<file path="src/rtl/seq_gen_pkg.sv">
// Shared types and helpers for the seq_gen serial pattern transmitter.
// Optional macro SEQ_GEN_PARITY_EN appends an even-parity bit to every frame.
package seq_gen_pkg;

  typedef enum logic [1:0] {
    IDLE  = 2'd0,
    SHIFT = 2'd1,
    GAPW  = 2'd2,
    DONE  = 2'd3
  } state_t;

  localparam logic IDLE_VAL_DEF = 1'b0;

  // Bits per transmitted frame, including the parity slot when enabled.
  function automatic int frame_w(input int pat_w);
`ifdef SEQ_GEN_PARITY_EN
    return pat_w + 1;
`else
    return pat_w;
`endif
  endfunction

endpackage

</file>
<file path="src/rtl/seq_gen_shreg.sv">
// Loadable MSB-first shift register with frame bit counter and last-bit flag.
// With SEQ_GEN_PARITY_EN an even-parity accumulator supplies the extra frame bit.
module seq_gen_shreg
  import seq_gen_pkg::*;
#(
  parameter int PAT_W = 8
) (
  input  logic             clk,
  input  logic             rst,
  input  logic             i_load,
  input  logic             i_shift,
  input  logic [PAT_W-1:0] i_data,
  output logic             o_nxt_bit,
  output logic             o_last
);

  localparam int FRAME_W = frame_w(PAT_W);
  localparam int CW      = $clog2(PAT_W + 1);

  logic [PAT_W-1:0] r_sh;
  logic [CW-1:0]    r_cnt;
  logic             w_bit;
  logic             w_shift_bit;

  always_ff @(posedge clk or negedge rst) begin
    if (!rst) begin
      r_sh  <= '0;
      r_cnt <= '0;
    end else if (i_load) begin
      r_sh  <= i_data;
      r_cnt <= '0;
    end else if (i_shift) begin
      r_sh  <= {r_sh[PAT_W-2:0], 1'b0};
      r_cnt <= r_cnt + CW'(1);
    end
  end

`ifdef SEQ_GEN_PARITY_EN
  logic r_par;

  always_ff @(posedge clk or negedge rst) begin
    if (!rst) begin
      r_par <= 1'b0;
    end else if (i_load) begin
      r_par <= 1'b0;
    end else if (i_shift) begin
      r_par <= r_par ^ r_sh[PAT_W-1];
    end
  end

  assign w_bit       = (r_cnt == CW'(PAT_W)) ? r_par : r_sh[PAT_W-1];
  // After the LSB shifts out, the next slot carries the completed parity.
  assign w_shift_bit = (r_cnt == CW'(PAT_W - 1)) ? (r_par ^ r_sh[PAT_W-1]) : r_sh[PAT_W-2];
`else
  assign w_bit       = r_sh[PAT_W-1];
  assign w_shift_bit = r_sh[PAT_W-2];
`endif

  // Bit that will be presented after the coming edge; lets the top register dout.
  always_comb begin
    o_nxt_bit = w_bit;
    if (i_load) begin
      o_nxt_bit = i_data[PAT_W-1];
    end else if (i_shift) begin
      o_nxt_bit = w_shift_bit;
    end
  end

  assign o_last = (r_cnt == CW'(FRAME_W - 1));

endmodule

</file>
<file path="src/rtl/seq_gen.sv">
// Serial pattern transmitter: sends a PAT_W-bit pattern MSB-first, reps times, with GAP idle cycles between.
// Optional macro SEQ_GEN_PARITY_EN appends an even-parity bit after each frame's LSB.
module seq_gen
  import seq_gen_pkg::*;
#(
  parameter int   PAT_W    = 8,
  parameter int   REP_W    = 4,
  parameter int   GAP      = 1,
  parameter logic IDLE_VAL = IDLE_VAL_DEF
) (
  input  logic             clk,
  input  logic             rst,
  input  logic             start,
  input  logic [PAT_W-1:0] pattern,
  input  logic [REP_W-1:0] reps,
  input  logic             abort,
  output logic             ready,
  output logic             dout,
  output logic             dout_vld,
  output logic             busy,
  output logic             done
);

  localparam int GW = (GAP > 0) ? $clog2(GAP + 1) : 1;

  state_t           r_state;
  state_t           w_nxt_state;
  logic [PAT_W-1:0] r_shadow;
  logic [REP_W-1:0] r_rem;
  logic [GW-1:0]    r_gap;
  logic             w_accept;
  logic             w_reload;
  logic             w_load;
  logic             w_shift;
  logic             w_last;
  logic             w_nxt_bit;
  logic [PAT_W-1:0] w_ld_data;

  always_comb begin
    w_nxt_state = r_state;
    w_accept    = 1'b0;
    w_reload    = 1'b0;
    case (r_state)
      IDLE: begin
        if (start && !abort) begin
          w_accept    = 1'b1;
          w_nxt_state = SHIFT;
        end
      end
      SHIFT: begin
        if (abort) begin
          w_nxt_state = IDLE;
        end else if (w_last) begin
          if (r_rem > REP_W'(1)) begin
            w_reload    = 1'b1;
            w_nxt_state = (GAP > 0) ? GAPW : SHIFT;
          end else begin
            w_nxt_state = DONE;
          end
        end
      end
      GAPW: begin
        if (abort) begin
          w_nxt_state = IDLE;
        end else if (r_gap == '0) begin
          w_nxt_state = SHIFT;
        end
      end
      DONE:    w_nxt_state = IDLE;
      default: w_nxt_state = IDLE;
    endcase
  end

  assign w_load    = w_accept | w_reload;
  assign w_shift   = (r_state == SHIFT) && !w_last;
  assign w_ld_data = w_accept ? pattern : r_shadow;

  seq_gen_shreg #(
    .PAT_W(PAT_W)
  ) u_shreg (
    .clk      (clk),
    .rst      (rst),
    .i_load   (w_load),
    .i_shift  (w_shift),
    .i_data   (w_ld_data),
    .o_nxt_bit(w_nxt_bit),
    .o_last   (w_last)
  );

  always_ff @(posedge clk or negedge rst) begin
    if (!rst) begin
      r_state  <= IDLE;
      r_shadow <= '0;
      r_rem    <= '0;
      r_gap    <= '0;
    end else begin
      r_state <= w_nxt_state;
      if (w_accept) begin
        r_shadow <= pattern;
        r_rem    <= (reps == '0) ? REP_W'(1) : reps;
      end else if (w_reload) begin
        r_rem <= r_rem - REP_W'(1);
      end
      if (w_reload) begin
        r_gap <= GW'((GAP > 0) ? GAP - 1 : 0);
      end else if (r_state == GAPW && r_gap != '0) begin
        r_gap <= r_gap - GW'(1);
      end
    end
  end

  // Outputs are registered from the next state so they change cleanly on the edge.
  always_ff @(posedge clk or negedge rst) begin
    if (!rst) begin
      ready    <= 1'b1;
      busy     <= 1'b0;
      done     <= 1'b0;
      dout_vld <= 1'b0;
      dout     <= IDLE_VAL;
    end else begin
      ready    <= (w_nxt_state == IDLE);
      busy     <= (w_nxt_state == SHIFT) || (w_nxt_state == GAPW);
      done     <= (w_nxt_state == DONE);
      dout_vld <= (w_nxt_state == SHIFT);
      dout     <= (w_nxt_state == SHIFT) ? w_nxt_bit : IDLE_VAL;
    end
  end

endmodule

</file>
<file path="config.mk">
export PLATFORM = sky130hd
export DESIGN_NAME = seq_gen
export DESIGN_NICKNAME = d
export VERILOG_FILES = /design/src/rtl/seq_gen_pkg.sv /design/src/rtl/seq_gen_shreg.sv /design/src/rtl/seq_gen.sv
export SDC_FILE = /design/constraint.sdc
export NUM_CORES = 1
export LEC_CHECK = 0
export CAP_MARGIN = 20
export CORE_MARGIN = 10
export CORE_UTILIZATION = 39
export DETAILED_ROUTE_END_ITERATION = 10
export GPL_TIMING_DRIVEN = 0
export PLACE_DENSITY = 0.65
export SLEW_MARGIN = 20
export SYNTH_ARGS = -nofsm -noshare
export SYNTH_HDL_FRONTEND = slang
export SYNTH_SLANG_ARGS = --single-unit
export TNS_END_PERCENT = 100
</file>
<file path="constraint.sdc">
create_clock -name clk -period 2.14 [get_ports clk]
set_input_delay 0.428 -clock clk [delete_from_list [all_inputs] [get_ports clk]]
set_output_delay 0.428 -clock clk [all_outputs]
set_load 0.05 [all_outputs]
</file>
== Word-level counts from Yosys, hierarchy flattened ==
Index checks and enable logic that the tools add are counted.
Word-level totals
  flip-flop bits (word level): 32
  output and inout bits: 5
  input port bits: 16
  word-level logic and storage cells: 61
Cells by class
  bitwise operators: 1
  $add $sub $neg: 3
  magnitude comparators: 1
  mux-type cells: 26
  equality and inequality tests: 7
  reductions and logical operators: 12
Operator list (count)
  $mux 8: 3
  $mux 4: 5
  $mux 1: 12
  $mux 2: 5
  $eq 2x2->1 const B: 4
  $pmux 2 s4: 1
  $reduce_bool 2->1: 3
  $add 4x1->4 const B: 1
  $eq 2x1->1 const B: 2
  $eq 4x3->1 const B: 1
  $gt 4x1->1 const B: 1
  $logic_not 2->1: 2
  $logic_not 4->1: 1
  $sub 4x1->4 const B: 1
  $logic_and 1x1->1: 3
  $logic_not 1->1: 2
  $logic_or 1x1->1: 1
  $or 1x1->1: 1
  $sub 1x1->1 const B: 1

== Depth between registers and ports, before layout ==
Gate-level depths: netlist of run 1.
  depth in word-level cells: 8
  mapped depth: 8
  mapped depth without buffers: 8

== Cells and area by module ==
From an unflattened synthesis of run 1, not the netlist that was laid out.
Unflattened totals
  cells, all modules: 146
  area, all modules: 1525.2 um2
Modules (own cells, without submodules)
  seq_gen: cells an instance 92, area each 952.2 um2, times used 1
  seq_gen_shreg: cells an instance 54, area each 573.0 um2, times used 1

== Worst setup path before layout of run 1 ==
No wires, ideal clock.
  path kind: register to register
  start: register u_shreg.r_cnt[0]
  end: register u_shreg.r_sh[2]
  cell stages (with the launch flop): 7
  library setup time: 0.125 ns
  path buffers: 1
  path slack: 0.305 ns
  arrival time: 1.710 ns
  path through: dfrtp_1 > ha_1 > nand3b_1 > and2_1 > clkbuf_1 > mux2_2 > mux2_4
On the way
  longest elaborated chain between the ends: 6
RTL lines
  from (decl): line seq_gen_shreg.sv:21  | logic [CW-1:0] r_cnt;
  from (signal assigned): line seq_gen_shreg.sv:34  | r_cnt <= r_cnt + CW'(1);
  $eq 4x3->1 *: line seq_gen_shreg.sv:69  | assign o_last = (r_cnt == CW'(FRAME_W - 1));
  $mux 1: line seq_gen.sv:53  | end else if (w_last) begin
  $mux 1: line seq_gen.sv:51  | if (abort) begin
  $mux 1: line seq_gen.sv:43  | case (r_state)
  $or 1x1->1: line seq_gen.sv:74  | assign w_load = w_accept | w_reload;
  $mux 8 / $reduce_bool 2->1 (equally long branches)
  to (signal assigned): line seq_gen_shreg.sv:30  | r_sh <= i_data;
  to (signal assigned): line seq_gen_shreg.sv:33  | r_sh <= {r_sh[PAT_W-2:0], 1'b0};
  to (decl): line seq_gen_shreg.sv:20  | logic [PAT_W-1:0] r_sh;
Mark *: on every way between the ends. The rest lies on a longest branch, timed or not.
A chain may end at the register's enable or synchronous reset.

== Worst setup path after layout of run 1 ==
  start: input abort
  end: register u_shreg.r_sh[3]
On the way
  longest elaborated chain between the ends: 6
RTL lines
  from (decl): line seq_gen.sv:16  | input logic abort,
  $logic_not 1->1: line seq_gen.sv:45  | if (start && !abort) begin
  $logic_and 1x1->1: line seq_gen.sv:45
  $mux 1: line seq_gen.sv:45
  $mux 1: line seq_gen.sv:43
  $mux 8
  via u_shreg.i_data[3]: line seq_gen_shreg.sv:12  | input logic [PAT_W-1:0] i_data,
  $mux 8: line seq_gen_shreg.sv:29  | end else if (i_load) begin
The timed path passes the listed nets, and every way through them passes these cells.

==> results.md, run 1 <==
- Outcome: complete, no violations
- Crit Path Category: input port to register
- Critical Path Sink Type: register
- Root buffer cell: clkbuf_8
- Total CTS buffers: 5
- Initial antenna violation count: 0
- Largest net degree at the start of global routing: 33
- Hold WC Path Type: input port to asynchronous set/reset pin
- Post-synth top area share: 50.0%
- Leak pwr: 0.849 nW
- Max transition margin: a little under half
- WL/cell: 15.1 um
- Distinct cells, synth: 41
- Tcrit/Tclk final: about 99%
- CP Data Required Time: 2320 ps
- Max-cap viol count: 0
- Yosys reg bits: 32
- Mapped Nets: approximately 150
- Total GRT Usage: 8.93%
- TritonCTS clock tree: done
- Reg clk slew, reported paths: ~70 ps
- Number of enable flip-flop cells after synthesis: 0
- Layout cell share with drive strength beyond 1: between 20 and 25%
- Final Max Tran Viols: 0
- Asr flop ratio synth: between 90% and 100%
- Comb pwr share: about a quarter
- Die area: around 6900 um^2
- Max Buffers Root-to-Sink: 2
- Pre-CTS WS: -250 ps
- Setup-failing EPs final: 0
- Hold_buf cts: 0
- Area of the core: 3740 um^2
- Clk sinks: 32
- Area contributors post-synth: dfrtp_1 50%, mux2_2 8.0%, mux2_4 7.7%
- Net switching power figure: between 0.4 and 0.5 mW
- Synth-to-Final Area Change: 23.2%
- # diodes: 0
- Critical Path Fanout Max: 10
- Area leader, netlist: dfrtp_1
- Pwr Density: a little over 900 nW/um^2
- Via count: ~1.0k
- Switching Fraction: about 28%
- F_max: between 0.4 and 0.5 GHz
- Nets: around 170
- Worst-Skew Late Latency: 290 ps
- Flop pwr share: a little under half
- TritonRoute pass-1 iters: 4
- Clk network pwr share: a little over a quarter
- DRT antenna net count: 0
- Most numerous cell in the Yosys netlist: dfrtp_1
- I/O pin count: 21
- Port-buffer cells: 20
- Critical Path Source Type: input port
- Residual DRC: 0
- Mapped Area: about 1600 um^2
- Synthesized instance count: between 100 and 150
- Actual slew at the worst max-slew pin: ~770 ps
- Via count of the first global-routing pass: approximately 1.1k
- Effective utilization at floorplan: approximately 41%
- Crit path DAT: between 2000 and 2500 ps
- Final hold vios: 0
- Cell area after layout: between 1500 and 2000 um^2
- First-pass GRT wire length: roughly 5 mm
- Internal: 1.26 mW
- Synth warn: 0
- WL final: between 3 and 4 mm
- Seq/Total Area, Yosys: between 50 and 60%
- RSZ-0062 raised after global routing: true
- Synth top cells by count: 31 x dfrtp_1, 11 x mux2_2, 8 x mux2_4
- Filler instances: between 300 and 400
- Final min period: about 2100 ps
- GRT overflow: 0
- Starting DRT DRC Count: just under 60
- Mean Syn Cell Area: around 12 um^2
- Post-Route Skew: 7.97 ps
- Via-to-Cell Ratio: between 5 and 6
- Die width: between 80 and 90 um
- Setup ws final: approximately 24 ps
- DP HPWL: 2.17 mm
- H-tree Lvls: 2
- Placed Area: 1810 um^2
- Worst vdd ir: between 0.5 and 0.6 mV
- # rows: 22
- Die Height: ~83 um
- GPL Wtd Cong: ~0.80
- Top_reg_cell synth: dfrtp_1
-- area by class of cell --
| class | instances | area [um^2] | share of cell area, % |
|---|---|---|---|
| Buffer | 2 | 18.8 | 0.981 |
| Clock buffer | 8 | 90.1 | 4.71 |
| Inverter | 3 | 11.3 | 0.589 |
| Multi-Input combinational cell | 88 | 736 | 38.5 |
| Sequential cell | 32 | 802 | 41.9 |
| Tap cell | 48 | 60.1 | 3.14 |
| Timing Repair Buffer | 20 | 195 | 10.2 |
-- cells by family (layout without fill, tap and decap cells) --
| family | Yosys count | count (layout) | share of synthesized area [%] |
|---|---|---|---|
| DFF | 32 | 32 | 51.7 |
| adders and majority gates | 6 | 6 | 4.83 |
| buffers and inverters | 6 | 33 | 2.01 |
| AOI/OAI and AO/OA | 20 | 20 | 9.35 |
| and+or+nand+nor | 39 | 39 | 14.2 |
| muxes | 19 | 19 | 15.7 |
| xor gates and xnor gates | 4 | 4 | 2.26 |
-- layer usage --
layer | vias to the layer above | part of all wire, % | global-route usage [%]
met3 | 5 | 5.6 | 4.69
met1 | 498 | 49 | 10.9
met4 | 0 | 1.6 | 3.23
li1 | 505 | - | -
met5 | - | 0 | 0
met2 | 25 | 43 | 13.0
-- sequential cells by signal, indices dropped and copies added, names as in the netlist, 2 cells and up --
signal	cells
r_rem	4
r_shadow	8
r_state	2
u_shreg.r_cnt	4
u_shreg.r_sh	8
-- placed cells by master (no fill, tap or decap), types with 3 or more instances in the layout --
cell,n
o21ai_0,5
inv_1,3
nor3_1,5
nand2_1,7
mux2_2,11
clkbuf_8,6
clkdlybuf4s50_1,19
nor2_1,5
mux2_4,8
nand2b_1,3
ha_1,6
dfrtp_1,31
-- critical path, stage by stage --
cell	delay [ps]
clkdlybuf4s50_1	540
or4b_4	580
buf_6	180
mux2_4	310
mux2_4	250
-- path summary, 6_finish.rpt --
path,startpoint,endpoint,slack (ps),depth (start not counted)
hold reg to reg,r_shadow[2],r_shadow[2],490,1
setup reg to reg,r_rem[0],u_shreg.r_sh[4],170,7
setup / recovery,abort,u_shreg.r_sh[3],20,5
min in group clk,r_shadow[2],r_shadow[2],490,1
max in group asynchronous,rst,u_shreg.r_cnt[1],1510,1
hold / removal,rst,r_gap,180,1
-- power groups by stage --
stage	combinational [mW]	sequential (mW)	clock, mW
2_1_floorplan	0.302	0.850	0
3_3_place_gp	0.426	0.841	0
3_5_place_dp	0.439	0.849	0
4_1_cts	0.440	0.838	0.488
5_1_grt	0.491	0.853	0.512
6_report	0.439	0.836	0.476
-- metrics by stage --
step           power (mW)  TNS [ps]  std cells  utilization, %  hold slack [ps]
2_1_floorplan        1.15         0        126               -              132
3_3_place_gp         1.27     -1210        194            48.4              479
3_5_place_dp         1.29     -1360        194            48.3              482
4_1_cts              1.77         0        202            50.7              203
5_1_grt              1.86     -54.3        201            51.1              231
6_report             1.75         0        201            51.1              181
-- repair_timing --
action                     4_1_cts  5_1_grt
gates resized for setup          0        5
setup buffers                    0        0
setup endpoints to repair        0       11
Note: power is estimated with default switching activity, not from simulation.
==> run 2, diff against run 1 <==
--- a/config.mk
+++ b/config.mk
@@ -7,12 +7,14 @@
 export LEC_CHECK = 0
 export CAP_MARGIN = 20
 export CORE_MARGIN = 10
-export CORE_UTILIZATION = 39
+export CORE_UTILIZATION = 53
 export DETAILED_ROUTE_END_ITERATION = 10
 export GPL_TIMING_DRIVEN = 0
-export PLACE_DENSITY = 0.65
+export HOLD_SLACK_MARGIN = 0.12
+export PLACE_DENSITY = 0.83
 export SLEW_MARGIN = 20
 export SYNTH_ARGS = -nofsm -noshare
 export SYNTH_HDL_FRONTEND = slang
+export SYNTH_HIERARCHICAL = 1
 export SYNTH_SLANG_ARGS = --single-unit
 export TNS_END_PERCENT = 100
==> run 2 against run 1 <==
  * Synthesized cell count up 16%
  * Sequential share of layout area up 0.36 points
  * Combinational power down 4%
  * Critical path type is now register to primary output
  * Worst setup slack better by 34 ps
  * Clock-buffer cell count down 3
==> results.md, run 2 <==
- Outcome: complete, no violations (unchanged)
- Actual slew at the worst max-slew pin: 676 ps (was 775 ps)
- WL/cell: 15.1 um (about the same)
- Critical Path Fanout Max: 1 (was 10)
- Worst path depth: 1 (was 5)
- F_max: 0.480 GHz (was 0.472 GHz)
- Mapped Area: 1530 um^2 (was 1550 um^2)
- Total CTS buffers: 5 (unchanged)
- Asr flop ratio synth: 100% (unchanged)
- CP Data Required Time: 1710 ps (was 2320 ps)
- Effective utilization at floorplan: 55.3% (was 41.5%)
- Largest net degree at the start of global routing: 33 (unchanged)
- GPL Wtd Cong: 0.797 (was 0.805)
- Reg clk slew, reported paths: 100 ps (was 70 ps)
- Worst-Skew Late Latency: 320 ps (was 290 ps)
- Synth warn: 6 (was 0)
- CP peak stage delay: 800 ps (was 580 ps)
- Crit Path Category: register to primary output (was input port to register)
- Most frequent cells in the layout: 38 x nand2_1, 31 x dfrtp_1, 19 x clkdlybuf4s50_1, 9 x mux2i_1, 7 x nor2_1 (was 31 x dfrtp_1, 19 x clkdlybuf4s50_1, 11 x mux2_2, 8 x mux2_4, 7 x nand2_1)
- Clk sinks: 32 (unchanged)
- Most numerous cell in the Yosys netlist: nand2_1 (was dfrtp_1)
- GRT overflow: 0 (unchanged)
- Die area: 5420 um^2 (was 6910 um^2)
- DP HPWL: 2.24 mm (was 2.17 mm)
- # diodes: 0 (unchanged)
- Starting DRT DRC Count: 67 (was 59)
- Cell area after layout: 1900 um^2 (was 1910 um^2)
- # rows: 19 (was 22)
- Mapped Nets: 168 (was 148)
- Worst Path Buf+Inv: 1 (was 2)
- I/O pin count: 21 (unchanged)
- Worst path slowest cell: clkdlybuf4s50_1 (was or4b_4)
- Overall Power: 1.69 mW (was 1.75 mW)
- Cell family with most CP delay: buffers and inverters (unchanged)
- Area of the core: 2760 um^2 (was 3740 um^2)
- Initial antenna violation count: 0 (unchanged)
- Seq/Total Area, Yosys: 52.6% (was 51.7%)
- First-pass GRT wire length: 5.34 mm (was 5.10 mm)
- Synth top cells by count: 38 x nand2_1, 31 x dfrtp_1, 9 x mux2i_1 (was 31 x dfrtp_1, 11 x mux2_2, 8 x mux2_4)
- Setup crit end: ready (was u_shreg.r_sh[3])
- Final setup TNS: 0 ps (unchanged)
- Yosys reg bits: 32 (unchanged)
- Critical path, cell by cell: clkdlybuf4s50_1 (was clkdlybuf4s50_1, or4b_4, buf_6, mux2_4, mux2_4)
- Via count of the first global-routing pass: 1211 (was 1088)
- Die Height: 73.6 um (was 83.1 um)
- Via-to-Cell Ratio: 5.52 (was 5.14)
- Most common cell after layout, fill and taps aside: nand2_1 (was dfrtp_1)
- RSZ-0062 raised after global routing: false (was true)
- Pwr Density: 890 nW/um^2 (was 916 nW/um^2)
- Distinct cells, synth: 39 (was 41)
- Residual DRC: 0 (unchanged)
- Root buffer cell: clkbuf_4 (was clkbuf_8)
- Max Buffers Root-to-Sink: 2 (unchanged)
- Worst R2R End: u_shreg/r_cnt[3] (was u_shreg.r_sh[4])
- DRT antenna net count: 0 (unchanged)
- Port-buffer cells: 20 (unchanged)
- Mean Syn Cell Area: 10.4 um^2 (was 12.3 um^2)
- Leak pwr: 0.906 nW (was 0.849 nW)
- Number of enable flip-flop cells after synthesis: 0 (unchanged)
- Flop2flop setup slack: 140 ps (was 170 ps)
- Total GRT Usage: 12.3% (was 8.93%)
- Tcrit/Tclk final: 97.3% (was 98.9%)
- Nets: 199 (was 174)
- Setup-failing EPs final: 0 (unchanged)
- Crit path DAT: 1650 ps (was 2290 ps)
- Setup ws final: 57.9 ps (was 23.5 ps)
- Die width: 73.6 um (was 83.1 um)
- H-tree Lvls: 2 (unchanged)
- Area leader, netlist: dfrtp_1 (unchanged)
- Critical Path Start: ready (was abort)
- Final hold vios: 0 (unchanged)
- WL final: 3.16 mm (was 3.03 mm)
- TritonRoute pass-1 iters: 4 (unchanged)
- Final Max Tran Viols: 0 (unchanged)
- Top Registers: r_shadow (8), u_shreg/r_sh (8) (was r_shadow (8), u_shreg.r_sh (8))
- Via count: 1153 (was 1033)
- Area contributors post-synth: dfrtp_1 51%, nand2_1 9.4%, mux2i_1 5.9% (was dfrtp_1 50%, mux2_2 8.0%, mux2_4 7.7%)
- Worst reg-to-reg path cell count: 9 (was 7)
- Layout cell share with drive strength beyond 1: 17.4% (was 22.2%)
- TritonCTS clock tree: done (unchanged)
- Placed Area: 1760 um^2 (was 1810 um^2)
- Final min period: 2080 ps (was 2120 ps)
- Top_reg_cell synth: dfrtp_1 (unchanged)
- Critical Path Source Type: register (was input port)
- Filler instances: 221 (was 350)
- Worst vdd ir: 0.622 mV (was 0.567 mV)
- Reg-to-Reg Start: u_shreg/r_cnt[1] (was r_rem[0])
- Critical Path Sink Type: primary output (was register)
- Post-synth top area share: 50.9% (was 50.0%)
- Synthesized instance count: 146 (was 126)
- Synth-to-Final Area Change: 24.4% (was 23.2%)
- Finished Core Util: 68.8% (was 51.1%)
- Hold WC Path Type: input port to asynchronous set/reset pin (unchanged)
- Post-Route Skew: 4.22 ps (was 7.97 ps)
- Max-cap viol count: 0 (unchanged)
- Pre-CTS WS: -289 ps (was -250 ps)
- Max transition margin: 55.0% (was 48.0%)
run 2: report_power, final:
group          internal (mW)  switching (mW)  total [mW]  leakage (nW)
combinational          0.198           0.225       0.422         0.456
sequential             0.735          0.0815       0.817         0.408
clock                  0.244           0.206       0.449        0.0412
run 2: how the worst min path moves through the flow:
stage                 from           to  cells after the start
4_1_cts                rst     dout_vld                      1
2_1_floorplan          rst         busy                      0
3_5_place_dp   r_shadow[4]  r_shadow[4]                      2
3_3_place_gp   r_shadow[7]  r_shadow[7]                      2
5_1_grt                rst     dout_vld                      1
6_report               rst     dout_vld                      1
run 2: what timing repair did:
item | 4_1_cts | 5_1_grt
pin swaps | 0 | 2
endpoints found under the setup margin | 2 | 7
resized for setup | 3 | 5
buffers inserted | 0 | 4
gates cloned | 0 | 0
endpoints found under the hold margin | 0 | 0
hold buffers | 0 | 0
run 2: cells by family after synthesis:
kind of cell	share of synthesized area, %
and+or+nand+nor	21.0
DFF	52.6
AOI/OAI and AO/OA	10.2
adders and majority gates	4.92
buffers and inverters	3.86
muxes	6.89
xor gates and xnor gates	0.574
run 2: layout make-up:
cell class	count	area [um^2]	area share (%)
Sequential cell	32	802	42.3
Timing Repair Buffer	24	225	11.9
Buffer	5	46.3	2.44
Multi-Input combinational cell	104	686	36.1
Inverter	5	18.8	0.989
Clock buffer	5	37.5	1.98
Clock inverter	3	42.5	2.24
Tap cell	31	38.8	2.04
run 2: layer usage:
layer	up-vias	track usage, %	part of all wire (%)
met1	562	13.5	43
met3	4	4.71	5.4
li1	556	-	-
met5	-	0	0
met2	31	21.5	50
met4	0	3.31	1.1
run 2: metrics by stage:
| step | instances | hold WS (ps) |
|---|---|---|
| floorplan | 146 | 132 |
| global placement | 197 | 453 |
| detailed placement | 197 | 470 |
| CTS | 205 | 141 |
| global route | 209 | 158 |
| finish | 209 | 127 |
==> run 3, diff against run 2 <==
--- a/config.mk
+++ b/config.mk
@@ -6,7 +6,7 @@
 export NUM_CORES = 1
 export LEC_CHECK = 0
 export CAP_MARGIN = 20
-export CORE_MARGIN = 10
+export CORE_MARGIN = 1.5
 export CORE_UTILIZATION = 53
 export DETAILED_ROUTE_END_ITERATION = 10
 export GPL_TIMING_DRIVEN = 0
==> run 3 against run 2 <==
  * Utilization is 0.41 points lower
  * Highest routed layer unchanged
  * Cell area is 1.5% lower
  * Clock skew up 1.5 ps
  * Critical path depth did not move
  * Wire length down 1.6%
  * Clock power decreased by 22%
  * Die area down 41%
==> results.md, run 3 (synthesized netlist as in run 2, its figures left out) <==
- # rows: 19 (unchanged)
- Worst reg-to-reg path cell count: 9 (unchanged)
- Critical path, cell by cell: clkdlybuf4s50_1 (unchanged)
- Die width: 56.6 um (was 73.6 um)
- Crit path DAT: 1630 ps (was 1650 ps)
- Worst path slowest cell: clkdlybuf4s50_1 (unchanged)
- Top Registers: r_shadow (8), u_shreg/r_sh (8) (unchanged)
- WL/cell: 14.9 um (was 15.1 um)
- Starting DRT DRC Count: 40 (was 67)
- Final hold vios: 0 (unchanged)
- Via count: 1151 (was 1153)
- Hold WC Path Type: input port to asynchronous set/reset pin (unchanged)
- Internal: 1.09 mW (was 1.18 mW)
- Effective utilization at floorplan: 55.8% (was 55.3%)
- I/O pin count: 21 (unchanged)
- Final Max Tran Viols: 0 (unchanged)
- Outcome: complete, no violations (unchanged)
- TritonRoute pass-1 iters: 4 (unchanged)
- Area of the core: 2730 um^2 (was 2760 um^2)
- Switching Fraction: 31.9% (was 30.3%)
- Fin Hold WS: 140 ps (was 127 ps)
- Worst R2R End: u_shreg/r_cnt[3] (unchanged)
- Reg clk slew, reported paths: 90 ps (was 100 ps)
- DP HPWL: 2.10 mm (was 2.24 mm)
- Cell family with most CP delay: buffers and inverters (unchanged)
- Flop2flop setup slack: 130 ps (was 140 ps)
- Tcrit/Tclk final: 96.1% (was 97.3%)
- Clk network pwr share: 21.9% (was 26.6%)
- F_max: 0.486 GHz (was 0.480 GHz)
- CP Data Required Time: 1710 ps (about the same)
- Initial antenna violation count: 0 (unchanged)
- GPL Wtd Cong: 0.824 (was 0.797)
- Critical Path Source Type: register (unchanged)
- Max-cap viol count: 0 (unchanged)
- Largest net degree at the start of global routing: 33 (unchanged)
- Layout cell share with drive strength beyond 1: 17.5% (was 17.4%)
- Post-Route Skew: 5.69 ps (was 4.22 ps)
- Comb pwr share: 26.6% (was 25.0%)
- Pwr Density: 855 nW/um^2 (was 890 nW/um^2)
- DRT antenna net count: 0 (unchanged)
- Max Buffers Root-to-Sink: 2 (unchanged)
- Critical Path Fanout Max: 1 (unchanged)
- Final min period: 2060 ps (was 2080 ps)
- Critical Path Sink Type: primary output (unchanged)
- Synth-to-Final Area Change: 22.6% (was 24.4%)
- Reg-to-Reg Start: u_shreg/r_cnt[0] (was u_shreg/r_cnt[1])
- Flop pwr share: 51.5% (was 48.4%)
- Crit Path Category: register to primary output (unchanged)
- Total GRT Usage: 22.2% (was 12.3%)
- Max transition margin: 54.1% (was 55.0%)
- Via-to-Cell Ratio: 5.53 (was 5.52)
- WL final: 3.11 mm (was 3.16 mm)
- TritonCTS clock tree: done (unchanged)
- Clk sinks: 32 (unchanged)
- Setup-failing EPs final: 0 (unchanged)
- Die area: 3210 um^2 (was 5420 um^2)
- # diodes: 0 (unchanged)
- Filler instances: 224 (was 221)
- Actual slew at the worst max-slew pin: 688 ps (was 676 ps)
- Worst-Skew Late Latency: 320 ps (about the same)
- Worst vdd ir: 0.723 mV (was 0.622 mV)
- H-tree Lvls: 2 (unchanged)
- First-pass GRT wire length: 5.34 mm (unchanged)
- Net switching power figure: 0.510 mW (was 0.512 mW)
- Nets: 198 (was 199)
- Via count of the first global-routing pass: 1171 (was 1211)
- Finished Core Util: 68.4% (was 68.8%)
- GRT overflow: 0 (unchanged)
- Most common cell after layout, fill and taps aside: nand2_1 (unchanged)
- Total CTS buffers: 5 (unchanged)
- Worst Path Buf+Inv: 1 (unchanged)
- Residual DRC: 0 (unchanged)
- Most frequent cells in the layout: 37 x nand2_1, 31 x dfrtp_1, 19 x clkdlybuf4s50_1, 9 x mux2i_1, 7 x nor2_1 (was 38 x nand2_1, 31 x dfrtp_1, 19 x clkdlybuf4s50_1, 9 x mux2i_1, 7 x nor2_1)
- Port-buffer cells: 20 (unchanged)
- Die Height: 56.6 um (was 73.6 um)
- CP peak stage delay: 790 ps (was 800 ps)
- Root buffer cell: clkbuf_4 (unchanged)
- Leak pwr: 0.896 nW (was 0.906 nW)
==> run 3: repair_timing <==
action                                  CTS  global route
gates resized for setup                   2             7
endpoints found under the setup margin    2            10
cloned                                    0             0
pin swaps                                 0             1
setup buffers                             0             3
hold buffers                              0             0
==> run 3: worst max-delay path by stage <==
stage / from / to / slack [ps] / depth (start not counted)
final: ready / ready / 80 / 1
after floorplan: u_shreg/r_cnt[0] / u_shreg/r_cnt[3] / 230 / 9
after global routing: r_rem[0] / busy / -0.9 / 8
after global placement: abort / u_shreg/r_cnt[3] / -230 / 7
after CTS: u_shreg/r_cnt[0] / u_shreg/r_cnt[3] / 8 / 9
after detailed placement: abort / u_shreg/r_cnt[3] / -280 / 7
==> run 3: metal layers <==
layer	share of wire (%)	global-route usage, %	vias up
li1	-	-	555
met2	52	36.0	27
met4	0.61	6.80	0
met3	6.0	6.68	2
met1	41	28.6	567
met5	0	0	-
==> run 3: area by class of cell <==
class	instances	area (um^2)	share of cell area, %
Clock inverter	2	10.0	0.535
Sequential cell	32	802	42.9
Multi-Input combinational cell	104	688	36.8
Timing Repair Buffer	23	218	11.6
Clock buffer	6	51.3	2.74
Buffer	5	42.5	2.28
Tap cell	31	38.8	2.07
Inverter	5	18.8	1.00
==> run 3: stage by stage <==
step / cell area, um^2 / total power [mW] / setup TNS (ps) / setup slack [ps] / std cells
2_1_floorplan: 1530 / 1.09 / 0 / 231 / 146
3_3_place_gp: 1760 / 1.19 / -500 / -235 / 197
3_5_place_dp: 1760 / 1.23 / -1040 / -276 / 197
4_1_cts: 1820 / 1.59 / 0 / 8.38 / 205
5_1_grt: 1870 / 1.72 / -0.918 / -0.918 / 208
6_report: 1870 / 1.60 / 0 / 83.7 / 208
==> run 3: power groups by stage <==
stage | clock network, mW | registers (mW) | logic (mW)
after detailed placement | 0 | 0.829 | 0.396
final | 0.350 | 0.824 | 0.425
after global placement | 0 | 0.821 | 0.372
after global routing | 0.400 | 0.841 | 0.475
after CTS | 0.367 | 0.822 | 0.401
after floorplan | 0 | 0.839 | 0.251
